### src/rtl/dmem_access_ctrl_pkg.sv
// Shared encodings for the MEM-stage data SRAM sequencer: size codes, FSM states,
// stall codes and the latched-request record.
package dmem_access_ctrl_pkg;

  localparam logic [1:0] SZ_B = 2'd0;
  localparam logic [1:0] SZ_H = 2'd1;
  localparam logic [1:0] SZ_W = 2'd2;

  localparam logic [1:0] ST_IDLE   = 2'd0;
  localparam logic [1:0] ST_ACCESS = 2'd1;
  localparam logic [1:0] ST_DONE   = 2'd2;

  localparam logic Stop   = 1'b1;
  localparam logic NoStop = 1'b0;

  // Fields of the accepted request needed later to extract the load result.
  typedef struct packed {
    logic       we;
    logic       sgn;
    logic [1:0] size;
    logic [1:0] off;
  } req_lat_t;

  function automatic logic is_misaligned(input logic [1:0] size, input logic [1:0] off);
    logic mis;
    case (size)
      SZ_B:    mis = 1'b0;
      SZ_H:    mis = off[0];
      SZ_W:    mis = (off != 2'b00);
      default: mis = 1'b1;
    endcase
    return mis;
  endfunction

endpackage

### src/rtl/dmem_lane_align.sv
// Byte-lane steering: store enables/replicated data on the request side, and load
// byte/half/word extraction with sign or zero extension on the response side.
module dmem_lane_align
  import dmem_access_ctrl_pkg::*;
(
  input  logic        req_we,
  input  logic [1:0]  req_size,
  input  logic [1:0]  req_off,
  input  logic [31:0] req_wdata,
  output logic [3:0]  wen,
  output logic [31:0] wdata,
  input  logic        rsp_we,
  input  logic [1:0]  rsp_size,
  input  logic [1:0]  rsp_off,
  input  logic        rsp_signed,
  input  logic [31:0] rdata,
  output logic [31:0] rdata_ext
);

  logic [15:0] rshift;

  assign rshift = 16'(rdata >> {rsp_off, 3'b000});

  always_comb begin
    wen   = 4'b0000;
    wdata = req_wdata;
    case (req_size)
      SZ_B: begin
        wen   = 4'b0001 << req_off;
        wdata = {4{req_wdata[7:0]}};
      end
      SZ_H: begin
        wen   = 4'b0011 << req_off;
        wdata = {2{req_wdata[15:0]}};
      end
      SZ_W:    wen = 4'b1111;
      default: wen = 4'b0000;
    endcase
    if (!req_we) wen = 4'b0000;
  end

  always_comb begin
    rdata_ext = rdata;
    case (rsp_size)
      SZ_B:    rdata_ext = {{24{rsp_signed & rshift[7]}}, rshift[7:0]};
      SZ_H:    rdata_ext = {{16{rsp_signed & rshift[15]}}, rshift};
      default: rdata_ext = rdata;
    endcase
    if (rsp_we) rdata_ext = 32'd0;
  end

endmodule

### src/rtl/dmem_access_ctrl.sv
// MEM-stage data SRAM sequencer: issues one access per request, waits for ready with
// a timeout, stalls the pipeline meanwhile, and returns the extended load result.
module dmem_access_ctrl
  import dmem_access_ctrl_pkg::*;
#(
  parameter int WAIT_MAX = 16,
  parameter int CNT_W    = 5
) (
  input  logic        clk,
  input  logic        rst,
  input  logic        req_valid,
  input  logic        req_we,
  input  logic [1:0]  req_size,
  input  logic        req_signed,
  input  logic [31:0] req_addr,
  input  logic [31:0] req_wdata,
  input  logic        mem_adv,
  output logic        data_sram_en,
  output logic [3:0]  data_sram_wen,
  output logic [31:0] data_sram_addr,
  output logic [31:0] data_sram_wdata,
  input  logic [31:0] data_sram_rdata,
  input  logic        data_sram_ready,
  output logic        stallreq_mem,
  output logic [31:0] load_data,
  output logic        result_valid,
  output logic        addr_err,
  output logic        bus_err
);

  logic [1:0]       state_q, state_d;
  logic [CNT_W-1:0] cnt_q, cnt_d;
  req_lat_t         lat_q, lat_d;
  logic             en_d;
  logic [3:0]       wen_d;
  logic [31:0]      addr_d, wdata_d, load_d;
  logic             rv_d, berr_d;

  logic             idle_req, mis, req_ok;
  logic [3:0]       lane_wen;
  logic [31:0]      lane_wdata, ext_data;

  assign idle_req     = (state_q == ST_IDLE) && req_valid;
  assign mis          = is_misaligned(req_size, req_addr[1:0]);
  assign req_ok       = idle_req && !mis;
  assign addr_err     = idle_req && mis;
  // Combinational so the stall covers the request cycle itself.
  assign stallreq_mem = req_ok || (state_q == ST_ACCESS);

  dmem_lane_align u_lane_align (
    .req_we     (req_we),
    .req_size   (req_size),
    .req_off    (req_addr[1:0]),
    .req_wdata  (req_wdata),
    .wen        (lane_wen),
    .wdata      (lane_wdata),
    .rsp_we     (lat_q.we),
    .rsp_size   (lat_q.size),
    .rsp_off    (lat_q.off),
    .rsp_signed (lat_q.sgn),
    .rdata      (data_sram_rdata),
    .rdata_ext  (ext_data)
  );

  always_comb begin
    state_d = state_q;
    cnt_d   = cnt_q;
    lat_d   = lat_q;
    en_d    = data_sram_en;
    wen_d   = data_sram_wen;
    addr_d  = data_sram_addr;
    wdata_d = data_sram_wdata;
    load_d  = load_data;
    rv_d    = result_valid;
    berr_d  = bus_err;
    case (state_q)
      ST_IDLE: begin
        if (req_ok) begin
          state_d = ST_ACCESS;
          cnt_d   = '0;
          en_d    = 1'b1;
          wen_d   = lane_wen;
          addr_d  = {req_addr[31:2], 2'b00};
          wdata_d = lane_wdata;
          lat_d   = '{we: req_we, sgn: req_signed, size: req_size, off: req_addr[1:0]};
        end
      end
      ST_ACCESS: begin
        cnt_d = cnt_q + CNT_W'(1);
        if (data_sram_ready) begin
          state_d = ST_DONE;
          en_d    = 1'b0;
          wen_d   = 4'b0000;
          load_d  = ext_data;
          rv_d    = 1'b1;
          berr_d  = 1'b0;
        end else if (cnt_q == CNT_W'(WAIT_MAX - 1)) begin
          state_d = ST_DONE;
          en_d    = 1'b0;
          wen_d   = 4'b0000;
          load_d  = 32'd0;
          rv_d    = 1'b1;
          berr_d  = 1'b1;
        end
      end
      ST_DONE: begin
        if (mem_adv) begin
          state_d = ST_IDLE;
          rv_d    = 1'b0;
          berr_d  = 1'b0;
        end
      end
      default: state_d = ST_IDLE;
    endcase
  end

  always_ff @(posedge clk) begin
    if (rst) begin
      state_q         <= ST_IDLE;
      cnt_q           <= '0;
      lat_q           <= '0;
      data_sram_en    <= 1'b0;
      data_sram_wen   <= 4'b0000;
      data_sram_addr  <= 32'd0;
      data_sram_wdata <= 32'd0;
      load_data       <= 32'd0;
      result_valid    <= 1'b0;
      bus_err         <= 1'b0;
    end else begin
      state_q         <= state_d;
      cnt_q           <= cnt_d;
      lat_q           <= lat_d;
      data_sram_en    <= en_d;
      data_sram_wen   <= wen_d;
      data_sram_addr  <= addr_d;
      data_sram_wdata <= wdata_d;
      load_data       <= load_d;
      result_valid    <= rv_d;
      bus_err         <= berr_d;
    end
  end

endmodule

### config.mk
export PLATFORM = sky130hd
export DESIGN_NAME = dmem_access_ctrl
export DESIGN_NICKNAME = d
export VERILOG_FILES = /design/src/rtl/dmem_access_ctrl_pkg.sv /design/src/rtl/dmem_lane_align.sv /design/src/rtl/dmem_access_ctrl.sv
export SDC_FILE = /design/constraint.sdc
export NUM_CORES = 1
export LEC_CHECK = 0
export ABC_AREA = 1
export CORE_ASPECT_RATIO = 1.75
export CORE_MARGIN = 5
export CORE_UTILIZATION = 43
export DETAILED_ROUTE_END_ITERATION = 7
export GPL_ROUTABILITY_DRIVEN = 0
export GPL_TIMING_DRIVEN = 0
export PLACE_DENSITY_LB_ADDON = 0.3
export SYNTH_ARGS = -nofsm -noshare
export SYNTH_HDL_FRONTEND = slang
export SYNTH_SLANG_ARGS = --single-unit
### constraint.sdc
create_clock -name clk -period 2 [get_ports clk]
set_clock_uncertainty 0.05 [all_clocks]
set_input_delay 0.3 -clock clk [delete_from_list [all_inputs] [get_ports clk]]
set_output_delay 0.3 -clock clk [all_outputs]
set_load 0.02 [all_outputs]
==> flow_summary.json <==
{
  "ir_drop_mv": 0.664,
  "critPathLaunchType": "primary input",
  "postCtsHoldBufs": 0,
  "cp-end-kind": "primary output",
  "p_leak_nw": 3.38,
  "cts_max_level": 4,
  "area_growth_pct": 56.2,
  "seq_area_frac_synth_pct": 45.0,
  "fin_util_pct": 68.5,
  "nNetsFinal": 1075,
  "crit_fanout": 18,
  "use_met3_pct": 8.75,
  "synthCells": 742,
  "finalWirelength_um": 18000,
  "rsz0062_at_grt": "no",
  "yosys_warnings": 0,
  "drive_gt1_share_pct": 7.65,
  "wl_per_cell_um": 16.2,
  "port_buffers": 207,
  "grt_max_degree": 19,
  "swShare_pct": 26.6,
  "rows": 52,
  "path_common_cell": "buf_4",
  "period_minus_slack_ns": 1.97,
  "ys_seq_elements": 114,
  "drt_iter0_drc": 337,
  "syn-cell-area_mm2": 0.00508,
  "grtUsageMet1_pct": 24.2,
  "fp.dieW_um": 92.1,
  "power_frac_clock_pct": 45.6,
  "internal-power_mw": 4.81,
  "final_cell_mix": "nand2_1 (214), clkdlybuf4s50_1 (204), dfxtp_1 (114)",
  "outcome": "completed",
  "cts_tree": "done",
  "clock_latency_ns": 0.41,
  "critPathKind": "primary input to primary output",
  "synth_area_per_cell_um2": 6.84,
  "min_path_type": "register to register",
  "hpwlAfterDp_um": 13700,
  "grt_use_met2_pct": 46.3,
  "antenna_found_initial": 0,
  "cp_cell_sequence": "clkdlybuf4s50_1, nand3_4, nand3b_1, buf_4, nand2_1, buf_4",
  "firstDrtPassIters": 5,
  "diodes": 0,
  "setup_viol": 0,
  "track_usage_pct": 25.2,
  "worstPathRequired_ns": 1.65,
  "grt_pass1_wl_um": 28200,
  "die_h_um": 154,
  "max_freq_mhz": 509,
  "worstMarginPinSlew_ns": 0.604,
  "powerDensity_mw_per_mm2": 827,
  "clk_root_buffer_cell": "clkbuf_16",
  "fp.coreArea_mm2": 0.0116,
  "p_sw_mw": 1.74,
  "crit_slowest_cell": "clkdlybuf4s50_1",
  "ios": 210,
  "ys_types": 27,
  "start_util_pct": 43.8,
  "p_comb_share_pct": 17.2,
  "finalMaxSlewViolations": 0,
  "nFillCells": 992,
  "report.final.hold_viol_count": 0,
  "grt_pass1_vias": 5719,
  "layout_commonest_cell": "nand2_1",
  "cap_violations": 0,
  "arrival_ns": 1.62,
  "vias": 5777,
  "via_per_inst": 5.18,
  "cts_buffer_depth": 2,
  "grt-busiest-layer": "met2",
  "drc": 0,
  "drtAntennaViolNets": 0,
  "finalCritPeriodShare_pct": 98.3,
  "clkSinkCount": 114,
  "total_power_mw": 6.56,
  "grt-ovfl-total": 0,
  "die_area_mm2": 0.0142,
  "p_seq_share_pct": 37.2,
  "clk_pin_slew_ns": 0.05,
  "critPathMaxStageDelay_ns": 0.56,
  "cts_buffers": 17,
  "relSlewSlack_pct": 59.7
}
per-layer routing:
metal	share of wire (%)	wire length, um
met3	8.6	1550
met5	0	0
met1	34	6160
met2	53	9630
met4	3.8	692
Yosys cell counts:
master	number	share of area, %
o22ai_1	6	0.74
ha_1	2	0.49
o21ai_0	90	8.9
nand2_2	1	0.12
a211oi_1	15	2.2
nor2_2	1	0.12
nand3_2	1	0.20
nand3_1	37	3.6
a21oi_1	63	6.2
nor2_1	78	5.8
nand2_1	214	16
or2_2	1	0.12
inv_2	3	0.22
buf_4	9	1.3
conb_1	1	0.074
nor2_4	2	0.44
nand4_1	2	0.25
o21ai_1	2	0.20
nor3_1	7	0.69
clkbuf_1	18	1.3
buf_2	17	1.7
nand3b_1	1	0.15
o21a_1	1	0.15
or2_0	1	0.12
buf_1	1	0.074
dfxtp_1	114	45
inv_1	54	4.0
timing repair:
action	in CTS	in global routing
resized for setup	17	6
setup endpoints to repair	32	31
endpoints found under the hold margin	0	0
buffers inserted	0	0
critical path, delay by kind of cell:
| family | cells | cell delay, ns |
|---|---|---|
| simple gates | 3 | 0.39 |
| buf+inv | 3 | 0.91 |
state kept, by name (all words and copies together) (netlist names):
register / flops
data_sram_addr: 30
data_sram_wdata: 32
cnt_q: 5
data_sram_en: 1
lat_q: 6
bus_err: 1
result_valid: 1
data_sram_wen: 4
state_q: 2
load_data: 32
through the flow:
step | TNS (ns) | area (um2) | hold WS, ns | setup WS [ns] | std cells
finish | 0 | 7930 | 0.399 | 0.0348 | 1116
global route | 0 | 7930 | 0.415 | 0.00195 | 1116
CTS | 0 | 7910 | 0.401 | 0.00463 | 1116
detailed placement | -14.73 | 7320 | 0.388 | -0.769 | 1085
global placement | -10.06 | 7320 | 0.386 | -0.715 | 1085
floorplan | 0 | 5080 | 0.385 | 0.330 | 743
layout make-up:
class	instances	area [um2]	share of cell area, %
clock buffers	22	474	5.98
multi-input cells	527	2390	30.1
well taps	135	169	2.13
clock inverters	10	108	1.36
repair buffers	207	2070	26.1
plain buffers	44	225	2.84
inverters	57	214	2.70
flip-flops and latches	114	2280	28.8
final timing paths:
kind,from,end,slack (ns),cells past startpoint
max,req_valid,stallreq_mem,0.03,6
min,load_data[12],load_data[12],0.40,2
max reg2reg,cnt_q[0],load_data[2],0.19,10
min reg2reg,load_data[12],load_data[12],0.40,2
cells by family (layout without fill, tap and decap cells):
| kind of cell | after synthesis | after routing | share of synthesized area, % |
|---|---|---|---|
| flops | 114 | 114 | 45.0 |
| buf+inv | 102 | 340 | 8.63 |
| compound gates | 177 | 177 | 18.4 |
| other cells | 1 | 2 | 0.0739 |
| fa+ha+maj | 2 | 2 | 0.493 |
| simple gates | 346 | 346 | 27.5 |
power groups by stage:
| stage | clock [mW] | combinational [mW] | sequential, mW |
|---|---|---|---|
| final | 2.99 | 1.13 | 2.44 |
| after global routing | 3.14 | 1.22 | 2.45 |
| after CTS | 3.01 | 1.12 | 2.44 |
| after detailed placement | 0 | 1.10 | 2.48 |
| after global placement | 0 | 1.10 | 2.48 |
| after floorplan | 0 | 0.419 | 2.60 |
(Power assumes the default switching activity.)
